==> src/rtl/axis_audio_arbiter.sv <==
// Packet-level arbiter for two stereo AXIS audio sources feeding one I2S tx port.
// Whole 2-word packets (L, R+last) are granted; packet length is forced to two
// words, overlong packets are drained, and per-source mute zeroes forwarded data.
module axis_audio_arbiter #(
  parameter int DATA_W = 24,
  parameter int CNT_W  = 16
) (
  input  logic              axis_clk,
  input  logic              axis_reset,
  input  logic [DATA_W-1:0] s0_axis_data,
  input  logic              s0_axis_valid,
  output logic              s0_axis_ready,
  input  logic              s0_axis_last,
  input  logic [DATA_W-1:0] s1_axis_data,
  input  logic              s1_axis_valid,
  output logic              s1_axis_ready,
  input  logic              s1_axis_last,
  output logic [DATA_W-1:0] m_axis_data,
  output logic              m_axis_valid,
  input  logic              m_axis_ready,
  output logic              m_axis_last,
  input  logic              cfg_prio,
  input  logic [1:0]        cfg_mute,
  output logic              grant,
  output logic              busy,
  output logic              err_short,
  output logic              err_long,
  output logic [CNT_W-1:0]  pkt_cnt0,
  output logic [CNT_W-1:0]  pkt_cnt1
);

  typedef enum logic [1:0] {ST_IDLE = 2'd0, ST_XFER = 2'd1, ST_DRAIN = 2'd2} state_t;

  state_t             state_r, next_s;
  logic               grant_r;
  logic               mute_r;
  logic               word_idx_r;
  logic               err_short_r, err_long_r;
  logic [CNT_W-1:0]   pkt_cnt0_r, pkt_cnt1_r;

  logic               win_s;
  logic               sel_valid_s, sel_last_s;
  logic [DATA_W-1:0]  sel_data_s;
  logic               pkt_done_s, set_short_s, set_long_s, word_idx_next_s;

  assign grant     = grant_r;
  assign busy      = (state_r != ST_IDLE);
  assign err_short = err_short_r;
  assign err_long  = err_long_r;
  assign pkt_cnt0  = pkt_cnt0_r;
  assign pkt_cnt1  = pkt_cnt1_r;

  // Arbitration: fixed priority to s0, or round-robin alternating on contention
  always_comb begin
    win_s = 1'b0;
    if (cfg_prio) begin
      win_s = s0_axis_valid ? 1'b0 : 1'b1;
    end else if (s0_axis_valid && s1_axis_valid) begin
      win_s = ~grant_r;
    end else if (s0_axis_valid) begin
      win_s = 1'b0;
    end else begin
      win_s = 1'b1;
    end
  end

  // Next state, pass-through datapath and per-transfer bookkeeping strobes
  always_comb begin
    next_s          = state_r;
    s0_axis_ready   = 1'b0;
    s1_axis_ready   = 1'b0;
    m_axis_valid    = 1'b0;
    m_axis_last     = 1'b0;
    m_axis_data     = {DATA_W{1'b0}};
    pkt_done_s      = 1'b0;
    set_short_s     = 1'b0;
    set_long_s      = 1'b0;
    word_idx_next_s = word_idx_r;
    sel_valid_s     = grant_r ? s1_axis_valid : s0_axis_valid;
    sel_last_s      = grant_r ? s1_axis_last  : s0_axis_last;
    sel_data_s      = grant_r ? s1_axis_data  : s0_axis_data;
    case (state_r)
      ST_IDLE: begin
        if (s0_axis_valid || s1_axis_valid) begin
          next_s = ST_XFER;
        end else begin
          next_s = ST_IDLE;
        end
      end
      ST_XFER: begin
        m_axis_valid  = sel_valid_s;
        m_axis_data   = mute_r ? {DATA_W{1'b0}} : sel_data_s;
        // Second word always carries last so downstream never sees >2 words
        m_axis_last   = sel_last_s | word_idx_r;
        s0_axis_ready = ~grant_r & m_axis_ready;
        s1_axis_ready =  grant_r & m_axis_ready;
        if (sel_valid_s && m_axis_ready) begin
          if (!word_idx_r) begin
            if (sel_last_s) begin
              set_short_s = 1'b1;
              pkt_done_s  = 1'b1;
              next_s      = ST_IDLE;
            end else begin
              word_idx_next_s = 1'b1;
            end
          end else begin
            word_idx_next_s = 1'b0;
            pkt_done_s      = 1'b1;
            if (sel_last_s) begin
              next_s = ST_IDLE;
            end else begin
              set_long_s = 1'b1;
              next_s     = ST_DRAIN;
            end
          end
        end else begin
          word_idx_next_s = word_idx_r;
        end
      end
      ST_DRAIN: begin
        // Swallow the rest of an overlong packet without forwarding it
        s0_axis_ready = ~grant_r;
        s1_axis_ready =  grant_r;
        if (sel_valid_s && sel_last_s) begin
          next_s = ST_IDLE;
        end else begin
          next_s = ST_DRAIN;
        end
      end
      default: begin
        next_s = ST_IDLE;
      end
    endcase
  end

  // State, grant/mute latch, word index and sticky error registers
  always_ff @(posedge axis_clk) begin
    if (axis_reset) begin
      state_r     <= ST_IDLE;
      grant_r     <= 1'b1;
      mute_r      <= 1'b0;
      word_idx_r  <= 1'b0;
      err_short_r <= 1'b0;
      err_long_r  <= 1'b0;
    end else begin
      state_r    <= next_s;
      word_idx_r <= word_idx_next_s;
      if ((state_r == ST_IDLE) && (s0_axis_valid || s1_axis_valid)) begin
        grant_r <= win_s;
        mute_r  <= cfg_mute[win_s];
      end
      if (set_short_s) begin
        err_short_r <= 1'b1;
      end
      if (set_long_s) begin
        err_long_r <= 1'b1;
      end
    end
  end

  // Per-source completed packet counters, wrapping on overflow
  always_ff @(posedge axis_clk) begin
    if (axis_reset) begin
      pkt_cnt0_r <= {CNT_W{1'b0}};
      pkt_cnt1_r <= {CNT_W{1'b0}};
    end else if (pkt_done_s) begin
      if (grant_r) begin
        pkt_cnt1_r <= pkt_cnt1_r + {{(CNT_W-1){1'b0}}, 1'b1};
      end else begin
        pkt_cnt0_r <= pkt_cnt0_r + {{(CNT_W-1){1'b0}}, 1'b1};
      end
    end
  end

endmodule

==> config.mk <==
export PLATFORM = sky130hd
export DESIGN_NAME = axis_audio_arbiter
export DESIGN_NICKNAME = d
export VERILOG_FILES = /design/src/rtl/axis_audio_arbiter.sv
export SDC_FILE = /design/constraint.sdc
export NUM_CORES = 1
export LEC_CHECK = 0
export ABC_AREA = 1
export BUFFER_PORTS_ARGS = -buffer_cell sky130_fd_sc_hd__buf_2
export CAP_MARGIN = 20
export CORE_MARGIN = 4
export CORE_UTILIZATION = 37
export DETAILED_ROUTE_END_ITERATION = 8
export HOLD_SLACK_MARGIN = 0.02
export PLACE_DENSITY = 0.65
export SYNTH_ARGS = -nofsm -noshare
export SYNTH_HDL_FRONTEND = slang
export SYNTH_SLANG_ARGS = --single-unit
==> constraint.sdc <==
create_clock -name axis_clk -period 4.9 [get_ports axis_clk]
set_clock_uncertainty 0.2 [all_clocks]
set_input_delay 0.245 -clock axis_clk [delete_from_list [all_inputs] [get_ports axis_clk]]
set_output_delay 0.245 -clock axis_clk [all_outputs]
set_load 0.005 [all_outputs]
==> results of run 1 <==
-- cell type report --
cell class,instances,area (um2)
flip-flops and latches,39,780.7
clock buffers,6,82.58
fillers,741,3520
clock inverters,1,5.005
multi-input cells,359,1693
inverters,32,120.1
well taps,96,120.1
repair buffers,123,623.1
-- metal layers --
layer | share of wire (%) | vias to the layer above
met4 | 1.4 | 0
li1 | - | 1656
met1 | 46 | 1416
met5 | 0 | -
met3 | 6.2 | 11
met2 | 46 | 85
-- power groups by stage --
stage / Combinational (uW) / Sequential, uW / Clock, uW
final: 328 / 340 / 224
after detailed placement: 329 / 348 / 0
after global placement: 325 / 347 / 0
after global routing: 369 / 343 / 246
after floorplan: 215 / 347 / 0
after CTS: 332 / 340 / 232
-- synth_stat cells, drive strengths merged, types with 4 or more instances --
cell type,number
nor2,89
ha,8
inv,32
nor3,25
a21oi,41
xor2,9
dfxtp,39
nand3,17
buf,7
o21ai,10
nand4,11
clkbuf,10
nand2,140
xnor2,4
-- through the flow --
| step | cells | hold slack, ns | power, uW | cell area, um2 |
|---|---|---|---|---|
| 6_report | 656 | 0.03125 | 892.5 | 3425 |
| 5_1_grt | 656 | 0.03305 | 957.2 | 3425 |
| 4_1_cts | 656 | 0.02774 | 904.6 | 3425 |
| 3_5_place_dp | 648 | 0.2551 | 677.2 | 3327 |
| 3_3_place_gp | 648 | 0.2658 | 672.8 | 3327 |
| 2_1_floorplan | 447 | 0.1950 | 561.6 | 2696 |
-- cell families after synthesis --
| logic type | Yosys count | share of synthesized area, % |
|---|---|---|
| AO/OA/AOI/OAI | 54 | 10.26 |
| buffers and inverters | 49 | 8.260 |
| AND/OR/NAND/NOR | 284 | 44.59 |
| adder cells (fa/ha/maj) | 8 | 3.712 |
| XOR/XNOR | 13 | 4.223 |
| flip-flops | 39 | 28.96 |
-- tightest hold or removal path, delay by kind of cell --
kind                   cells  cell delay [ns]
buffers and inverters      1             0.10
AOI/OAI and AO/OA          1             0.07
and+or+nand+nor            1             0.05
-- sequential cells by signal, summed over array words and instances, names as in the netlist --
signal	count
mute_r	1
err_short	1
pkt_cnt0	16
word_idx_r	1
state_r	2
err_long	1
pkt_cnt1	16
grant	1
-- path summary, 6_finish.rpt --
path                      end  slack [ns]  depth (start not counted)
setup / recovery  pkt_cnt1[2]        2.29                          8
hold / removal         mute_r        0.03                          3
setup reg to reg  pkt_cnt1[2]        2.29                          8
hold reg to reg     err_short        0.29                          1
-- repair_timing --
| action | 4_1_cts | 5_1_grt |
|---|---|---|
| hold buffers | 1 | 0 |
| setup buffers | 0 | 0 |
| hold endpoints to repair | 1 | 0 |
==> impl_metrics.toml, run 1 <==
[status]
status = "finished clean"

[power_and_ir_drop]
power_frac_seq_pct = 38.1
power.share.switching_pct = 37.10
peakVddDrop_mv = 0.1187
comb_power_share_pct = 36.7
p_clk_share_pct = 25.1
p_per_area_nw_per_um2 = 260.6
p_leak_uw = 0.001560
p_int_uw = 561.4
p_sw_uw = 331.1

[detailed_routing]
initialDrtViolationCount = 138
totalWireLength_um = 7982
viasPerCell = 4.829
vias = 3168
drt-wirelength-per-cell_um = 12.17
drc = 0
drtPass1Iterations = 5
drtAntennaViolNets = 0

[hold_path]
worstHoldStart = "cfg_mute[0]"
hp-class = "in -> reg"

[floorplanning]
io_pins = 122
start_util_pct = 38.83
die_h_um = 93.37
rows = 30
die_w_um = 93.37
dieArea_um2 = 8717
coreArea_um2 = 6944

[grt]
grt_antenna_before_repair = 0
grt_use_met2_pct = 30.38
met1_usage_pct = 22.99
grt_util_all_layers_pct = 18.33
grt-ovfl-total = 0
grt_pass1_wl_um = 13110
grt_max_degree = 35
busiest_layer = "met2"
use_met3_pct = 5.068
grt_pass1_vias = 2899

[clock_tree]
clk_pin_slew_worst_paths_ns = 0.08
cts_buffer_depth = 2
cts.sinks = 39
root_buffer = "clkbuf_8"
cts_max_level = 2
insertion_delay_ns = 0.29
cts_made_buffers = 5
ctsResizeCount = 0
cts_tree = "built"

[timing]
finalHoldViolations = 0
finalCritPeriodShare_pct = 53.34
finalCriticalPeriod_ns = 2.614
fmax_mhz = 382.6
finalWorstSetupSlack_ns = 2.286
tns_ns = 0
rsz0062_at_grt = "false"
setup_viol = 0
worstMarginPinSlew_ns = 0.9599
relSlewSlack_pct = 35.94
maxSlewViolCount = 0

[critical_path]
crit_path_start = "grant"
worstPathCellList = "inv_1 -> nand2_1 -> nand3_1 -> inv_1 -> nor2_2 -> nand3_2 -> o21ai_0 -> nor2_1"
cp-end-kind = "register"
r2r-start = "grant"
crit_required_ns = 4.89
crit_type = "reg -> reg"
max_stage_delay_ns = 0.69
worst-path-buf-inv = 2
path_max_fanout = 31
crit_path_top_delay_cell = "inv_1"
startpoint_type = "register"
arrival_ns = 2.60
cp_common_cell = "inv_1"
critPathTopFamily = "simple AND/OR/NAND/NOR gates"

[synthesis]
synthCells = 447
synth_area_per_cell_um2 = 6.032
synth_area_um2 = 2696
synthArstFlopShare_pct = 0
synth.top_cell.area_share_pct = 28.96
synth_flop_cell = "dfxtp_1"
synth_seq_cells = 39
seq_area_frac_synth_pct = 28.96
synthTopCellsByArea = "dfxtp_1 (29%), nand2_1 (19%), nor2_1 (12%), a21oi_1 (7.6%), nor3_1 (4.6%)"
synth.largest_area_cell = "dfxtp_1"
synth_edf_count = 0
syn-num-nets = 513
yosys_warnings = 0
ys_types = 26

[place]
dp_hpwl_um = 6037
pre_cts_slack_ns = 2.281
gp_congestion = 0.8145
io_buffer_count = 121

[finish]
drive_above_1_share_pct = 24.82
final_nets = 626
final_util_pct = 49.32
most-common-layout-cells = "nand2_1 (137), buf_2 (121), nor2_1 (86)"
final_common_cell = "nand2_1"
antenna_cells = 0
area_delta_synth_final_pct = 27.01

[flow_run]
maxCapViolations = 0
Note: power is estimated with default switching activity, not from simulation.
==> inputs of run 2 (changes only) <==
Settings changed: PLACE_DENSITY 0.65 to 0.68.
Clock period 4.9 ns to 2.2 ns, I/O delays scaled along.
==> impl_metrics.toml, run 2 (synthesized netlist as in run 1, its figures left out) <==
[status]
status = "finished clean"

[floorplanning]
io_pins = 122
die_h_um = 93.37
rows = 30
die_w_um = 93.37
dieArea_um2 = 8717
start_util_pct = 38.83
coreArea_um2 = 6944

[clock_tree]
cts.sinks = 39
cts_tree = "built"
insertion_delay_ns = 0.29
clk_pin_slew_worst_paths_ns = 0.07
cts_buffer_depth = 2
cts_max_level = 2
root_buffer = "clkbuf_8"
cts_made_buffers = 5

[place]
gp_congestion = 0.8987
placedCellCount = 654
io_buffer_count = 121
dp_hpwl_um = 6316

[grt]
grt_pass1_vias = 2967
grt_util_all_layers_pct = 18.67
grt_max_degree = 25
grt-ovfl-total = 0
grt_pass1_wl_um = 13490
grt_antenna_before_repair = 0

[timing]
maxSlewViolCount = 0
tns_ns = 0
fmax_mhz = 486.6
relSlewSlack_pct = 74.26
worstMarginPinSlew_ns = 0.3851
finalHoldViolations = 0
finalCritPeriodShare_pct = 93.42
setup_viol = 0
rsz0062_at_grt = "false"
finalCriticalPeriod_ns = 2.055

[finish]
most-common-layout-cells = "nand2_1 (137), buf_2 (121), nor2_1 (86)"
drive_above_1_share_pct = 25.83
final_nets = 634
antenna_cells = 0
final_common_cell = "nand2_1"
stdcell_count = 665
fillCellCount = 702
area_delta_synth_final_pct = 30.49

[critical_path]
startpoint_type = "register"
path_max_fanout = 5
crit_required_ns = 2.23
cp-end-kind = "register"
reg2reg_depth = 7
crit_path_start = "state_r[0]"
r2r-start = "state_r[0]"
crit_end = "mute_r"
rrSetupSlack_ns = 0.14
crit_type = "reg -> reg"
arrival_ns = 2.09
worst_r2r_endpoint = "mute_r"

[detailed_routing]
totalWireLength_um = 8101
vias = 3226
drc = 0
drtPass1Iterations = 4
drtAntennaViolNets = 0
viasPerCell = 4.851
initialDrtViolationCount = 137
drt-wirelength-per-cell_um = 12.18

[hold_path]
worstHoldStart = "s0_axis_valid"
hp-class = "in -> reg"

[power_and_ir_drop]
p_leak_uw = 0.001612
p_per_area_nw_per_um2 = 602.4
peakVddDrop_mv = 0.3369

[flow_run]
maxCapViolations = 0
[run 2: worst max-delay path, cell delays in order (launching register included)]
cell           delay (ns)
dfxtp_1              0.35
inv_1                0.12
ha_1                 0.16
inv_1                0.05
a21oi_1              0.28
o21ai_0              0.14
a31oi_1              0.15
dlygate4sd3_1        0.56
[run 2: layout make-up]
type                            instances  area (um2)  share of cell area, %
Multi-Input combinational cell        359        1695                  48.19
Tap cell                               96       120.1                  3.414
Clock buffer                            5       68.82                  1.956
Timing Repair Buffer                  131       688.2                  19.56
Clock inverter                          3       43.79                  1.245
Inverter                               32       120.1                  3.414
Sequential cell                        39       782.0                  22.23
[run 2: report_power, final]
group,switching (uW),internal (uW)
Combinational,459,302
Clock,255,338
Sequential,30.2,735
Total,745,1370
[run 2: stage by stage]
step | util [%] | hold slack (ns) | power (uW) | instance area, um2 | worst slack, ns
floorplan | - | 0.06004 | 1251 | 2696 | 0.4344
global placement | 48.56 | 0.1772 | 1518 | 3372 | 0.3266
detailed placement | 48.56 | 0.1972 | 1529 | 3372 | 0.2880
CTS | 50.61 | 0.05938 | 2138 | 3515 | 0.002079
global route | 50.67 | 0.1091 | 2285 | 3518 | 0.008824
finish | 50.67 | 0.06642 | 2119 | 3518 | 0.1448
[run 2: metal layers]
metal	vias up	routed length (um)	global-route usage [%]	part of all wire, %
met5	-	0	0	0
met4	0	89	5.128	1.1
met3	8	458	3.781	5.7
met2	98	3789	30.43	47
met1	1458	3764	24.98	46
li1	1662	-	-	-
[run 2: timing repair]
item,CTS,global route
setup buffers,0,0
setup endpoints to repair,0,25
resized for setup,0,2
endpoints found under the hold margin,14,0
hold buffers,3,0
[run 2: worst min-delay path by stage]
stage,to,slack [ns],depth (start not counted)
global placement,mute_r,0.18,3
global route,word_idx_r,0.11,4
detailed placement,mute_r,0.20,3
floorplan,mute_r,0.06,2
CTS,grant,0.06,6
finish,grant,0.07,6
